**src/rtl/cpu_pkg.sv**
```systemverilog
// Shared definitions for the CPU program loader: state encoding, header
// bit positions and default widths.
package cpu_pkg;

  localparam int DATA_W = 8;
  localparam int ADDR_W = 5;

  // Header byte layout
  localparam int HDR_INSTR = 7;
  localparam int HDR_RUN   = 6;

  typedef enum logic [2:0] {
    ST_IDLE,
    ST_LEN,
    ST_DATA,
    ST_CSUM,
    ST_RUN,
    ST_ERROR
  } state_t;

endpackage

```
**src/rtl/loader_csum.sv**
```systemverilog
// Running XOR accumulator over the bytes of one frame.
// When clr and en are both high, the accumulator restarts with din, so the
// header byte seeds the new checksum on the same cycle it is accepted.
module loader_csum #(
  parameter int DATA_W = 8
) (
  input  logic              clk,
  input  logic              reset,
  input  logic              clr,
  input  logic              en,
  input  logic [DATA_W-1:0] din,
  output logic [DATA_W-1:0] acc
);

  logic [DATA_W-1:0] base;
  logic [DATA_W-1:0] term;

  // Select the starting value and the byte folded in this cycle
  always_comb begin
    base = clr ? '0 : acc;
    term = en ? din : '0;
  end

  // Accumulator register
  always_ff @(posedge clk) begin
    if (reset) begin
      acc <= '0;
    end else if (clr || en) begin
      acc <= base ^ term;
    end
  end

endmodule

```
**src/rtl/cpu_loader.sv**
```systemverilog
// Host byte-stream loader for a small CPU.
// Parses framed writes (header, length, payload, checksum) into one-cycle
// load strobes, and starts/halts the CPU on command.
//
//   state    | meaning
//   ---------+-----------------------------------------------------------
//   ST_IDLE  | waiting for a header byte
//   ST_LEN   | header latched, waiting for the length byte
//   ST_DATA  | payload bytes; each accepted byte becomes one load strobe
//   ST_CSUM  | waiting for the checksum byte
//   ST_RUN   | CPU released from reset; stream is back-pressured
//   ST_ERROR | checksum mismatch; bytes swallowed until clr_error
module cpu_loader #(
  parameter int DATA_W = cpu_pkg::DATA_W,
  parameter int ADDR_W = cpu_pkg::ADDR_W
) (
  input  logic              clk,
  input  logic              reset,
  input  logic [DATA_W-1:0] in_data,
  input  logic              in_valid,
  output logic              in_ready,
  input  logic              halt,
  input  logic              clr_error,
  output logic [DATA_W-1:0] cpu_input,
  output logic [ADDR_W-1:0] load_address,
  output logic              load,
  output logic              is_instruction,
  output logic              cpu_reset,
  output logic              busy,
  output logic              error
);

  import cpu_pkg::*;

  state_t            state;
  state_t            state_nxt;
  logic              accept;
  logic [ADDR_W:0]   remain;
  logic [ADDR_W-1:0] addr;
  logic              instr_flag;
  logic              csum_clr;
  logic              csum_en;
  logic [DATA_W-1:0] csum_val;

  // Length byte to payload count: the low address bits give the count, and
  // zero stands for a full memory (2**ADDR_W bytes).
  function automatic logic [ADDR_W:0] len_to_count(input logic [DATA_W-1:0] len_byte);
    logic [ADDR_W-1:0] low;
    low = len_byte[ADDR_W-1:0];
    if (low == '0) begin
      len_to_count = {1'b1, {ADDR_W{1'b0}}};
    end else begin
      len_to_count = {1'b0, low};
    end
  endfunction

  assign accept = in_valid && in_ready;

  // Checksum covers header, length and payload; the header restarts it
  always_comb begin
    csum_clr = accept && (state == ST_IDLE);
    csum_en  = accept && ((state == ST_IDLE) || (state == ST_LEN) || (state == ST_DATA));
  end

  loader_csum #(
    .DATA_W (DATA_W)
  ) u_csum (
    .clk   (clk),
    .reset (reset),
    .clr   (csum_clr),
    .en    (csum_en),
    .din   (in_data),
    .acc   (csum_val)
  );

  // Next-state decode; status outputs are registered from this value
  always_comb begin
    state_nxt = state;
    case (state)
      ST_IDLE: begin
        if (accept) begin
          state_nxt = in_data[HDR_RUN] ? ST_RUN : ST_LEN;
        end
      end
      ST_LEN: begin
        if (accept) begin
          state_nxt = ST_DATA;
        end
      end
      ST_DATA: begin
        if (accept && (remain == {{ADDR_W{1'b0}}, 1'b1})) begin
          state_nxt = ST_CSUM;
        end
      end
      ST_CSUM: begin
        if (accept) begin
          state_nxt = (in_data == csum_val) ? ST_IDLE : ST_ERROR;
        end
      end
      ST_RUN: begin
        if (halt) begin
          state_nxt = ST_IDLE;
        end
      end
      ST_ERROR: begin
        if (clr_error) begin
          state_nxt = ST_IDLE;
        end
      end
      default: state_nxt = ST_IDLE;
    endcase
  end

  // State, frame context and all registered outputs
  always_ff @(posedge clk) begin
    if (reset) begin
      state          <= ST_IDLE;
      in_ready       <= 1'b1;
      cpu_reset      <= 1'b1;
      busy           <= 1'b0;
      error          <= 1'b0;
      load           <= 1'b0;
      cpu_input      <= '0;
      load_address   <= '0;
      is_instruction <= 1'b0;
      addr           <= '0;
      instr_flag     <= 1'b0;
      remain         <= '0;
    end else begin
      state     <= state_nxt;
      in_ready  <= (state_nxt != ST_RUN);
      cpu_reset <= (state_nxt != ST_RUN);
      busy      <= (state_nxt == ST_LEN) || (state_nxt == ST_DATA) || (state_nxt == ST_CSUM);
      error     <= (state_nxt == ST_ERROR);
      load      <= 1'b0;

      if (accept) begin
        case (state)
          ST_IDLE: begin
            // A run command carries no frame, so the load context is kept
            if (!in_data[HDR_RUN]) begin
              instr_flag <= in_data[HDR_INSTR];
              addr       <= in_data[ADDR_W-1:0];
            end
          end
          ST_LEN: begin
            remain <= len_to_count(in_data);
          end
          ST_DATA: begin
            load           <= 1'b1;
            cpu_input      <= in_data;
            load_address   <= addr;
            is_instruction <= instr_flag;
            addr           <= addr + 1'b1;
            remain         <= remain - 1'b1;
          end
          default: ;
        endcase
      end
    end
  end

endmodule
```
**config.mk**
```make
export PLATFORM = sky130hd
export DESIGN_NAME = cpu_loader
export DESIGN_NICKNAME = d
export VERILOG_FILES = /design/src/rtl/cpu_pkg.sv /design/src/rtl/loader_csum.sv /design/src/rtl/cpu_loader.sv
export SDC_FILE = /design/constraint.sdc
export NUM_CORES = 1
export LEC_CHECK = 0
export ABC_CLOCK_PERIOD_IN_PS = 3600
export BUFFER_PORTS_ARGS = -buffer_cell sky130_fd_sc_hd__buf_2
export CAP_MARGIN = 0
export CORE_AREA = 2 2 71 73
export CTS_CLUSTER_SIZE = 25
export DETAILED_ROUTE_END_ITERATION = 10
export DIE_AREA = 0 0 73 75
export MAX_ROUTING_LAYER = met4
export PLACE_DENSITY = 0.67
export SYNTH_ARGS = -nofsm -noshare
export SYNTH_HDL_FRONTEND = slang
export SYNTH_HIERARCHICAL = 1
export SYNTH_SLANG_ARGS = --single-unit
```
**constraint.sdc**
```tcl
create_clock -name clk -period 3.6 [get_ports clk]
set_clock_uncertainty 0.15 [all_clocks]
set_input_delay 0.72 -clock clk [delete_from_list [all_inputs] [get_ports clk]]
set_output_delay 0.72 -clock clk [all_outputs]
set_load 0.01 [all_outputs]
```
* After elaboration in Yosys (flattened, before gate mapping)
Index checks and enable logic that the tools add are counted. Widths: inputs -> output; s select.
Storage, ports and cells: register bits 41, input port bits 13, output and inout port bits 19, logic and storage cells 64
Cells by class: $add $sub $neg 2, equal/unequal tests 13, muxes and demuxes 16, bitwise logic cells 3, reduce and logical (&&, ||, !) cells 18
Operators by type and width (count):
- $mux 3 | 8
- $pmux 3 s6 | 1
- $mux 8 | 2
- $eq 3x2->1 const B | 4
- $pmux 6 s2 | 1
- $pmux 5 s2 | 1
- $eq 3x3->1 const B | 3
- $eq 8x8->1 | 1
- $xor 8x8->8 | 1
- $eq 3x1->1 const B | 2
- $eq 6x1->1 const B | 1
- $mux 6 | 1
- $reduce_and 3->1 | 2
- $sub 6x1->6 const B | 1
- $add 5x1->5 const B | 1
- $logic_not 5->1 | 1
- $logic_or 1x1->1 | 5
- $mux 5 | 1
- $logic_and 1x1->1 | 4
- $reduce_and 2->1 | 2
- $reduce_bool 2->1 | 2
- $logic_not 3->1 | 1
- $ne 3x3->1 const B | 1
- $ne 2x2->1 const B | 1
- other kinds (3) | 4

* Depth between registers and ports, before layout
Gate-level depths: netlist of the first run.
depth after elaboration 7, mapped depth 8, gate-level depth less buffers 7

* Hierarchy
Netlist of the first run, hierarchy kept.
Modules (own cells, without submodules):
- cpu_loader | instances 1, cells each 210, area each 1656.6 µm²
- loader_csum | instances 1, cells each 42, area each 366.6 µm²

* Least setup slack after synthesis of the first run
Ideal clock, no wire load.
kind input port to flip-flop, start point input port in_valid, end point register cpu_input[0], library setup time 0.132 ns, arrival time 1.618 ns, data required time 3.318 ns, setup slack 1.700 ns, cell stages on the path 6, path through nand2_1 > or3_1 > clkbuf_1 > clkbuf_1 > nand2_1 > a21oi_1
Between the ends: word-level cells in the longest chain between the ends 2
RTL lines:
- start, declared | line cpu_loader.sv:20 | input logic in_valid,
- $logic_and 1x1->1 | line cpu_loader.sv:57 | assign accept = in_valid && in_ready;
- $reduce_and 2->1 (no line)
- end signal, assigned | line cpu_loader.sv:151 | cpu_input <= in_data;
- end, declared | line cpu_loader.sv:24 | output logic [DATA_W-1:0] cpu_input,
Every way passes these cells. A chain may end at the register's enable or synchronous reset.

* Final worst setup path of the first run
start point register state[1], end point register addr[4]
Between the ends: word-level cells in the longest chain between the ends 3
RTL lines:
- start, declared | line cpu_loader.sv:35 | state_t state;
- start signal, assigned | line cpu_loader.sv:130 | state <= state_nxt;
- $eq 3x2->1 / $logic_not 3->1 (equally long branches) | line cpu_loader.sv:138 | case (state)
- $reduce_bool 2->1 (no line) / $ne 2x2->1 (equally long branches)
- $reduce_and 3->1 (no line)
- end signal, assigned | line cpu_loader.sv:143 | addr <= in_data[ADDR_W-1:0];
- end signal, assigned | line cpu_loader.sv:154 | addr <= addr + 1'b1;
- end, declared | line cpu_loader.sv:39 | logic [ADDR_W-1:0] addr;
Several ways; a longest one is shown, not always the timed one.

==> impl_metrics.tcl, run 1 <==
set metrics [dict create \
    clk_path_buf_depth 2 \
    gr-total-overflow 0 \
    start_util_pct 43.4 \
    grt_use_total_pct 17.3 \
    fillers 461 \
    synth_cell_types 42 \
    synth_top_cell_by_area "dfxtp_1" \
    wl_per_cell_um 13.4 \
    cts_tree "done" \
    die_x_um 73 \
    worst_pin_slew_ps 740 \
    grt_max_degree 40 \
    die_area_um2 5480 \
    drt-met1-wl_um 2170 \
    cts_setup_buffers 0 \
    layout_setup_ws_ps 1520 \
    slew_viol_final 0 \
    drive_above_1_share_pct 18.1 \
    startpoint_type "register" \
    fin_nets 292 \
    synth_seq_cells 41 \
    drc 0 \
    clkLatencyLatePin_ps 290 \
    hp-class "reg2reg" \
    synthCells 252 \
    dp_hpwl_um 3070 \
    diodes 0 \
    via_count 1740 \
    synth_area_um2 2020 \
    postRouteWirelength_um 4430 \
    final.min_clock_period_ps 2080 \
    dr_wl_met2_um 2050 \
    min_period_over_period_pct 57.9 \
    critical_path_class "reg2reg" \
    powerDensity_nw_per_um2 465 \
    cp.required_ps 3610 \
    row_count 25 \
    area_growth_pct 12.7 \
    setup_viol 0 \
    slew_headroom_pct 50.7 \
    post_drt_via_cell_ratio 5.26 \
    drt_pass1_iterations 4 \
    hold_viol 0 \
    r2r_slack_ps 1520 \
    yosysSeqAreaShare_pct 40.6 \
    leakagePower_uw 0.000869 \
    yosys-top-cells-area "dfxtp_1 (41%), nand2_1 (9.3%), xnor2_1 (7.4%), a21oi_1 (5.9%), nor2_1 (4.5%)" \
    crit_fanout 20 \
    max-vdd-ir-drop_v 0.000198 \
    antenna_found_initial 0 \
    drtIter0Drc 138 \
    status "finished clean" \
    clk_pin_slew_ps 90 \
    die_y_um 75 \
    pre_cts_ws_ps 1370 \
    worstPathArrival_ps 2100 \
    htree_levels 2 \
    routabilityCongestion 0.776 \
    met3_length_um 160 \
    port_buffers 31 \
    yosys_warnings 6 \
    hold_buffers 0 \
    cts_root_buf "clkbuf_8" \
    cts_sinks 41 \
    fin_tns_setup_ps 0 \
    numCtsBuffers 5 \
    antenna_left 0 \
    drv_cap 0 \
    ioPinCount 32 \
    design.core.area_um2 4660 \
    grt_pass1_vias 1530 \
    cts_resized 0 \
    synth_top_area_share_pct 40.6 \
    grt_pass1_wl_um 7120 \
    maxUsedRoutingLayer "met4" \
    max_freq_mhz 480 \
    synth_nets 268 \
    end_kind "register" \
    rsz0062_at_grt "false" \
    synth_area_per_cell_um2 8.03 \
]
-- routing by layer --
metal | global-route usage [%] | up-vias
met3 | 4.28 | 4
met4 | 4.53 | 0
li1 | - | 893
met1 | 22.6 | 807
met5 | - | -
met2 | 26.7 | 36
-- cells in the mapped netlist --
cell type and number:
nor4_1 2, a21oi_2 1, clkbuf_1 6, o21ai_1 1
nand2b_2 6, xnor2_1 17, o21ai_0 12, or4_1 1
buf_1 1, a311oi_1 2, or2_2 1, a21oi_1 24
and3_1 1, o31a_1 1, nor3b_1 3, dfxtp_1 41
nor3_1 5, nand3b_4 1, nor3_2 1, a21o_1 1
or3_1 4, buf_4 3, and2_1 2, o31ai_1 2
inv_1 4, buf_6 2, nor2_4 1, nor2b_1 2
o22ai_1 1, or3b_1 1, a22oi_1 4, nand2_1 50
o21a_1 1, mux2i_1 3, nand2b_1 6, ha_1 3
buf_2 2, nand3b_1 2, nand4_1 2, nor2_1 24
a211oi_1 1, nand3_1 4
-- cells in the final DEF, fill, tap and decap left out, types with 3 or more instances in the layout --
cell	synthesis	layout
nand2_1	50	50
nand2b_2	6	6
nor3b_1	3	3
clkbuf_8	0	5
nor3_1	5	5
ha_1	3	3
mux2i_1	3	3
nor2_1	24	24
nand2b_1	6	6
a22oi_1	4	4
xnor2_1	17	17
inv_1	4	4
nand3_1	4	4
o21ai_0	12	12
buf_2	2	31
a21oi_1	24	24
or3_1	4	4
dfxtp_1	41	41
-- worst max-delay path, cell delays in order, from the launching register on --
cell	delay, ps
dfxtp_1	530
or3b_1	690
nand2_1	230
o31ai_1	90
a22oi_1	210
nor2_1	50
-- power breakdown --
part	total (µW)	internal [µW]	switching [µW]
sequential	507	478	28.5
clock	376	208	169
combinational	177	79.6	97.8
total	1060	766	295
-- stage by stage --
step                      instances  total power [µW]  cell area (µm²)  hold slack [ps]  util [%]
after CTS                       331              1070             2280              307      48.9
after detailed placement        323               695             2160              294      46.4
after global routing            331              1120             2280              331      48.9
after global placement          323               691             2160              288      46.4
final                           331              1060             2280              305      48.9
after floorplan                 252               654             2020              281         -
-- worst paths after layout --
check / start / endpoint / depth (start not counted)
max: state[1] / addr[4] / 5
min: load_address[4] / load_address[4] / 2
max reg2reg: state[1] / addr[4] / 5
min reg2reg: load_address[4] / load_address[4] / 2
-- state kept, by name (all words and copies together) (netlist names), 3 cells and up --
signal,count
cpu_input,8
u_csum/acc,8
remain,6
addr,5
load_address,5
state,3
-- cell families (layout without fill, tap and decap cells) --
| logic type | count (synthesis) | count (layout) | share of synthesized area (%) |
|---|---|---|---|
| multiplexers | 3 | 3 | 1.48 |
| AO/OA/AOI/OAI | 51 | 51 | 14.5 |
| buffers and inverters | 18 | 43 | 4.76 |
| flip-flops | 41 | 41 | 40.6 |
| adder cells (fa/ha/maj) | 3 | 3 | 1.86 |
| XOR/XNOR | 17 | 17 | 7.36 |
| AND/OR/NAND/NOR | 119 | 119 | 29.4 |
-- layout make-up --
cell class	count	area (µm²)	area share, %
clock buffer	5	68.8	3.02
clock inverter	3	46.3	2.03
inverter	4	15.0	0.659
multi-input combinational	193	1110	48.5
sequential	41	821	36.0
tap	54	67.6	2.96
timing repair buffer	31	155	6.81
Power figures use the tool's default switching activity.
==> inputs of run 2 (changes only) <==
--- a/config.mk
+++ b/config.mk
@@ -5,7 +5,7 @@
 export SDC_FILE = /design/constraint.sdc
 export NUM_CORES = 1
 export LEC_CHECK = 0
-export ABC_CLOCK_PERIOD_IN_PS = 3600
+export ABC_CLOCK_PERIOD_IN_PS = 1700
 export BUFFER_PORTS_ARGS = -buffer_cell sky130_fd_sc_hd__buf_2
 export CAP_MARGIN = 0
 export CORE_AREA = 2 2 71 73
@@ -13,7 +13,7 @@
 export DETAILED_ROUTE_END_ITERATION = 10
 export DIE_AREA = 0 0 73 75
 export MAX_ROUTING_LAYER = met4
-export PLACE_DENSITY = 0.67
+export PLACE_DENSITY = 0.7
 export SYNTH_ARGS = -nofsm -noshare
 export SYNTH_HDL_FRONTEND = slang
 export SYNTH_HIERARCHICAL = 1
==> constraint.sdc (replaced) <==
create_clock -name clk -period 1.7 [get_ports clk]
set_clock_uncertainty 0.15 [all_clocks]
set_input_delay 0.34 -clock clk [delete_from_list [all_inputs] [get_ports clk]]
set_output_delay 0.34 -clock clk [all_outputs]
set_load 0.01 [all_outputs]
==> run 2 against run 1 <==
  * Cell count rose by 7.6%
  * Critical path depth did not move
  * Flip-flop and latch count did not move
  * Via count rose by 7.2%
  * Die area did not move
  * Non-clock buffer count rose by 25
  * Clock power rose by 120%
  * Design area rose by 11%
  * Total power rose by 120%
  * Hold slack got worse by 140 ps
  * Register-to-register slack got worse by 1500 ps
  * Largest cell class unchanged
==> impl_metrics.tcl, run 2 (synthesis results as in run 1) <==
set metrics [dict create \
    start_util_pct 43.4 \
    drtIter0Drc 81 \
    slew_viol_final 0 \
    worst_pin_slew_ps 325 \
    cts_sinks 41 \
    fin_nets 317 \
    max_freq_mhz 611 \
    htree_levels 2 \
    drt_pass1_iterations 4 \
    drv_cap 0 \
    use_met1_pct 23.6 \
    critical_path_class "reg2reg" \
    clk_pin_slew_ps 80 \
    worstHoldStart "in_data[5]" \
    port_buffers 31 \
    min_to "cpu_input[5]" \
    fin_tns_setup_ps 0 \
    area_growth_pct 24.7 \
    r2r_slack_ps 60 \
    hold_depth 3 \
    crit_fanout 5 \
    seqCellArea_um2 826 \
    clk_path_buf_depth 2 \
    layout_setup_ws_ps 62.6 \
    final_cell_mix "nand2_1 (50), dfxtp_1 (37), buf_2 (31), nor2_1 (24), a21oi_1 (24)" \
    routabilityCongestion 0.819 \
    min_period_over_period_pct 96.3 \
    path_cells "or3_4 > or4_1 > o22ai_1 > a22oi_1 > nor2_1" \
    design.core.area_um2 4660 \
    grt_use_total_pct 18.7 \
    cts_root_buf "clkbuf_8" \
    slew_headroom_pct 78.2 \
    gr-total-overflow 0 \
    r2r_cells 5 \
    multiInputGateArea_um2 1140 \
    use_met3_pct 3.48 \
    post_drt_via_cell_ratio 5.24 \
    dp_hpwl_um 3400 \
    drc 0 \
    rsz0062_at_grt "true" \
    wl_per_cell_um 13.5 \
    cts_tree "done" \
    pre_cts_ws_ps -69.8 \
    diodes 0 \
    clkLatencyLatePin_ps 290 \
    startpoint_type "register" \
    die_y_um 75 \
    row_count 25 \
    die_x_um 73 \
    grt_max_degree 29 \
    layout_commonest_cell "nand2_1" \
    r2r-start "remain[2]" \
    grt_pass1_vias 1742 \
    leakagePower_uw 0.00101 \
    ioPinCount 32 \
    die_area_um2 5480 \
    numCtsBuffers 5 \
    slowest_stage "or4_1" \
    via_count 1866 \
    final.min_clock_period_ps 1640 \
    grt_pass1_wl_um 7800 \
    use_met2_pct 30.1 \
    max-vdd-ir-drop_v 0.000659 \
    antenna_found_initial 0 \
    hp-class "in2reg" \
    end_kind "register" \
    max_stage_delay_ps 410 \
    cp.required_ps 1790 \
    worstPathArrival_ps 1720 \
    reg_top3 "cpu_input x8, u_csum/acc x8, remain x6" \
    cts_setup_buffers 0 \
    postRouteWirelength_um 4820 \
    antenna_left 0 \
    fillers 427 \
    powerDensity_nw_per_um2 932 \
    top_usage_layer "met2" \
    status "finished clean" \
    r2r-end "remain[5]" \
    setup_viol 0 \
    drive_above_1_share_pct 27.5 \
    hold_viol 0 \
]
-- run 2: cell types whose count changed in the layout (fill, tap and decap cells not counted), sizes merged --
cell	change
clkinv	-1
clkinvlp	-1
buf	+25
clkbuf	+2
-- run 2: layout make-up --
| type | instances | area share, % |
|---|---|---|
| Multi-Input combinational cell | 193 | 45.0 |
| Sequential cell | 41 | 32.7 |
| Timing Repair Buffer | 56 | 14.4 |
| Clock buffer | 7 | 3.42 |
| Tap cell | 54 | 2.68 |
| Clock inverter | 1 | 1.19 |
| Inverter | 4 | 0.595 |
-- run 2: worst max path at each step --
stage | depth (start not counted) | start | to
after detailed placement | 6 | in_data[0] | cpu_reset
after floorplan | 8 | state[1] | remain[1]
after global placement | 6 | in_data[2] | busy
after global routing | 5 | remain[2] | remain[5]
after CTS | 5 | remain[2] | remain[5]
final | 5 | remain[2] | remain[5]
-- run 2: report_power, final --
part | leakage (µW) | internal [µW] | switching (µW)
sequential | 0.000334 | 1010 | 47.1
combinational | 0.000616 | 230 | 242
clock | 0.0000585 | 479 | 338
total | 0.00101 | 1720 | 627
-- run 2: through the flow --
stage	utilization (%)	total power, µW	cells	hold slack (ps)	cell area, µm²
final	54.1	2350	356	161	2520
after CTS	53.2	2350	356	160	2480
after floorplan	-	1390	252	281	2020
after global routing	54.1	2480	356	164	2520
after global placement	50.7	1520	348	290	2360
after detailed placement	50.7	1530	348	296	2360
-- run 2: repair_timing --
| item | in CTS | in global routing |
|---|---|---|
| resized for setup | 0 | 13 |
| endpoints found under the setup margin | 0 | 21 |
| hold buffers | 0 | 0 |
-- run 2: routing by layer --
layer | up-vias | routed length (µm)
li1 | 949 | -
met1 | 858 | 2370
met2 | 51 | 2190
met3 | 8 | 195
met4 | 0 | 63
met5 | - | 0
-- run 2: critical path, delay by kind of cell, from the launching register on --
| family | cells | cell delay, ps |
|---|---|---|
| AND/OR/NAND/NOR | 3 | 870 |
| flip-flops | 1 | 340 |
| AO/OA/AOI/OAI | 2 | 220 |
==> inputs of run 3 (changes only) <==
--- a/config.mk
+++ b/config.mk
@@ -8,13 +8,12 @@
 export ABC_CLOCK_PERIOD_IN_PS = 1700
 export BUFFER_PORTS_ARGS = -buffer_cell sky130_fd_sc_hd__buf_2
 export CAP_MARGIN = 0
-export CORE_AREA = 2 2 71 73
+export CORE_AREA = 2 2 55 96
 export CTS_CLUSTER_SIZE = 25
 export DETAILED_ROUTE_END_ITERATION = 10
-export DIE_AREA = 0 0 73 75
+export DIE_AREA = 0 0 57 98
 export MAX_ROUTING_LAYER = met4
 export PLACE_DENSITY = 0.7
 export SYNTH_ARGS = -nofsm -noshare
 export SYNTH_HDL_FRONTEND = slang
-export SYNTH_HIERARCHICAL = 1
 export SYNTH_SLANG_ARGS = --single-unit
==> run 3 against run 2 <==
  * The run now ends with negative setup slack left
  * Area after synthesis is 3.8% higher
  * Maximum frequency is 4.5% lower
  * Flip-flop and latch count stayed put
  * Design area is 11% higher
  * Critical endpoint is now error
  * Largest cell class unchanged
==> impl_metrics.tcl, run 3 <==
set metrics [dict create \
    status "finished, violations left" \
    violations "negative setup slack" \
    final_cell_mix "nand2_1 (45), buf_4 (42), dfxtp_1 (36), a21oi_1 (33), buf_2 (31)" \
    r2r-start "state[1]" \
    postRouteWirelength_um 5860 \
    crit_buf_inv 1 \
    cts_tree "done" \
    clk_path_buf_depth 2 \
    seqCellArea_um2 832 \
    reg_top3 "cpu_input x8, u_csum.acc x8, remain x6" \
    antenna_found_initial 0 \
    worstHoldStart "in_data[7]" \
    port_buffers 31 \
    die_x_um 57 \
    grt_max_degree 22 \
    max-vdd-ir-drop_v 0.000598 \
    synth_nets 284 \
    layoutNonFillerInstCount 389 \
    max_stage_delay_ps 450 \
    design_area_um2 2790 \
    slowest_stage "nor4bb_1" \
    synth.most_common_cell "nand2_1" \
    crit_fanout 7 \
    layout_commonest_cell "nand2_1" \
    synth_area_per_cell_um2 7.84 \
    drtIter0Drc 62 \
    diodes 0 \
    antenna_left 0 \
    min_period_over_period_pct 101 \
    via_count 2210 \
    ioPinCount 32 \
    final.min_clock_period_ps 1710 \
    area_growth_pct 33.0 \
    leakagePower_uw 0.00115 \
    post_drt_via_cell_ratio 5.68 \
    wl_per_cell_um 15.1 \
    yosys_warnings 0 \
    dp_hpwl_um 4160 \
    cp.required_ps 1790 \
    crit_start "state[1]" \
    worst_pin_slew_ps 503 \
    htree_levels 2 \
    row_count 34 \
    fin_tns_setup_ps -21.1 \
    hold_viol 0 \
    path_cells "buf_4 > nor4bb_1 > nor3_2 > a2111oi_4 > nor2b_1" \
    clk_pin_slew_ps 90 \
    synth_top_area_share_pct 39.1 \
    synthTopCellsByCount "nand2_1 (46), dfxtp_1 (41), a21oi_1 (34)" \
    yosysSeqAreaShare_pct 39.1 \
    slew_viol_final 0 \
    gr-total-overflow 0 \
    synthCells 268 \
    synth_cell_types 40 \
    dp_cells 378 \
    clkLatencyLatePin_ps 300 \
    max_freq_mhz 584 \
    drt_pass1_iterations 4 \
    die_area_um2 5590 \
    power_uw 2430 \
    synth_edf_count 0 \
    drv_cap 0 \
    routabilityCongestion 0.838 \
    grt_use_total_pct 21.3 \
    synth_flop_cell "dfxtp_1" \
    drc 0 \
    rsz0062_at_grt "true" \
    numCtsBuffers 5 \
    drive_above_1_share_pct 32.8 \
    die_y_um 98 \
    worstPathArrival_ps 1800 \
    cts_sinks 41 \
    synth_area_um2 2100 \
    hp-class "in2reg" \
    setup_viol 2 \
    layout_setup_ws_ps -13.8 \
    synthArstFlopShare_pct 0 \
    final_util_pct 57.6 \
    end_kind "register" \
    synth_top_cell_by_area "dfxtp_1" \
    start_util_pct 43.3 \
    slew_headroom_pct 66.4 \
    powerDensity_nw_per_um2 870 \
    startpoint_type "register" \
    dpl_cell_area_um2 2570 \
    critical_path_class "reg2reg" \
    fillers 479 \
    synth_seq_cells 41 \
    multiInputGateArea_um2 1210 \
    grt_pass1_vias 2150 \
    yosys-top-cells-area "dfxtp_1 (39%), nand2_1 (8.2%), a21oi_1 (8.1%), nor2_1 (5.4%), nor3_1 (3.8%)" \
    grt_pass1_wl_um 9200 \
    fin_nets 350 \
    crit_family "simple AND/OR/NAND/NOR gates" \
    cts_root_buf "clkbuf_8" \
    design.core.area_um2 4850 \
]
[run 3: worst paths after layout]
path | to | cells past startpoint | slack, ps
worst min register to register | is_instruction | 2 | 310
worst min-delay path | instr_flag | 4 | 280
worst max register to register | error | 5 | -10
worst max-delay path | error | 5 | -10
[run 3: power by group]
part / internal, µW / switching (µW) / leakage, µW
logic: 262 / 294 / 0.000756
registers: 1010 / 48.8 / 0.000336
clock network: 440 / 376 / 0.0000543
[run 3: logic make-up (layout without fill, tap and decap cells)]
logic type,Yosys count,count (layout),share of synthesized area (%)
buf+inv,24,91,6.19
simple gates,121,121,27.0
xor+xnor,8,8,4.23
compound gates,69,69,20.8
mux,2,2,0.953
fa+ha+maj,3,3,1.79
flops,41,41,39.1
[run 3: area by class of cell]
class                           count  share of cell area (%)
Clock inverter                      3                    1.66
Clock buffer                        5                    2.46
Sequential cell                    41                    29.8
Inverter                            4                   0.537
Tap cell                           54                    2.42
Multi-Input combinational cell    203                    43.3
Timing Repair Buffer               79                    19.9
[run 3: metal layers]
| layer | vias up | wire [µm] | global-route usage, % |
|---|---|---|---|
| li1 | 1065 | - | - |
| met1 | 1072 | 2260 | 21.5 |
| met2 | 64 | 3260 | 37.5 |
| met3 | 9 | 230 | 3.31 |
| met4 | 0 | 116 | 12.3 |
| met5 | - | 0 | - |
[run 3: worst register-to-register path: stages, from the launching register on]
cell and delay (ps):
dfxtp_4 360, buf_4 170, nor4bb_1 450, nor3_2 130, a2111oi_4 230, nor2b_1 160
[run 3: repair_timing]
| action | in CTS | in global routing |
|---|---|---|
| hold buffers | 0 | 0 |
| hold endpoints to repair | 0 | 0 |
| gates resized for setup | 5 | 20 |
| pin swaps | 1 | 6 |
| setup buffers | 0 | 4 |
| cloned | 0 | 0 |
| endpoints found under the setup margin | 22 | 13 |
[run 3: through the flow]
stage               hold WS, ps  setup slack [ps]
floorplan                   271             -16.7
global placement            291             -72.2
detailed placement          297             -84.5
CTS                         278            0.0624
global route                301              -122
finish                      276             -13.8
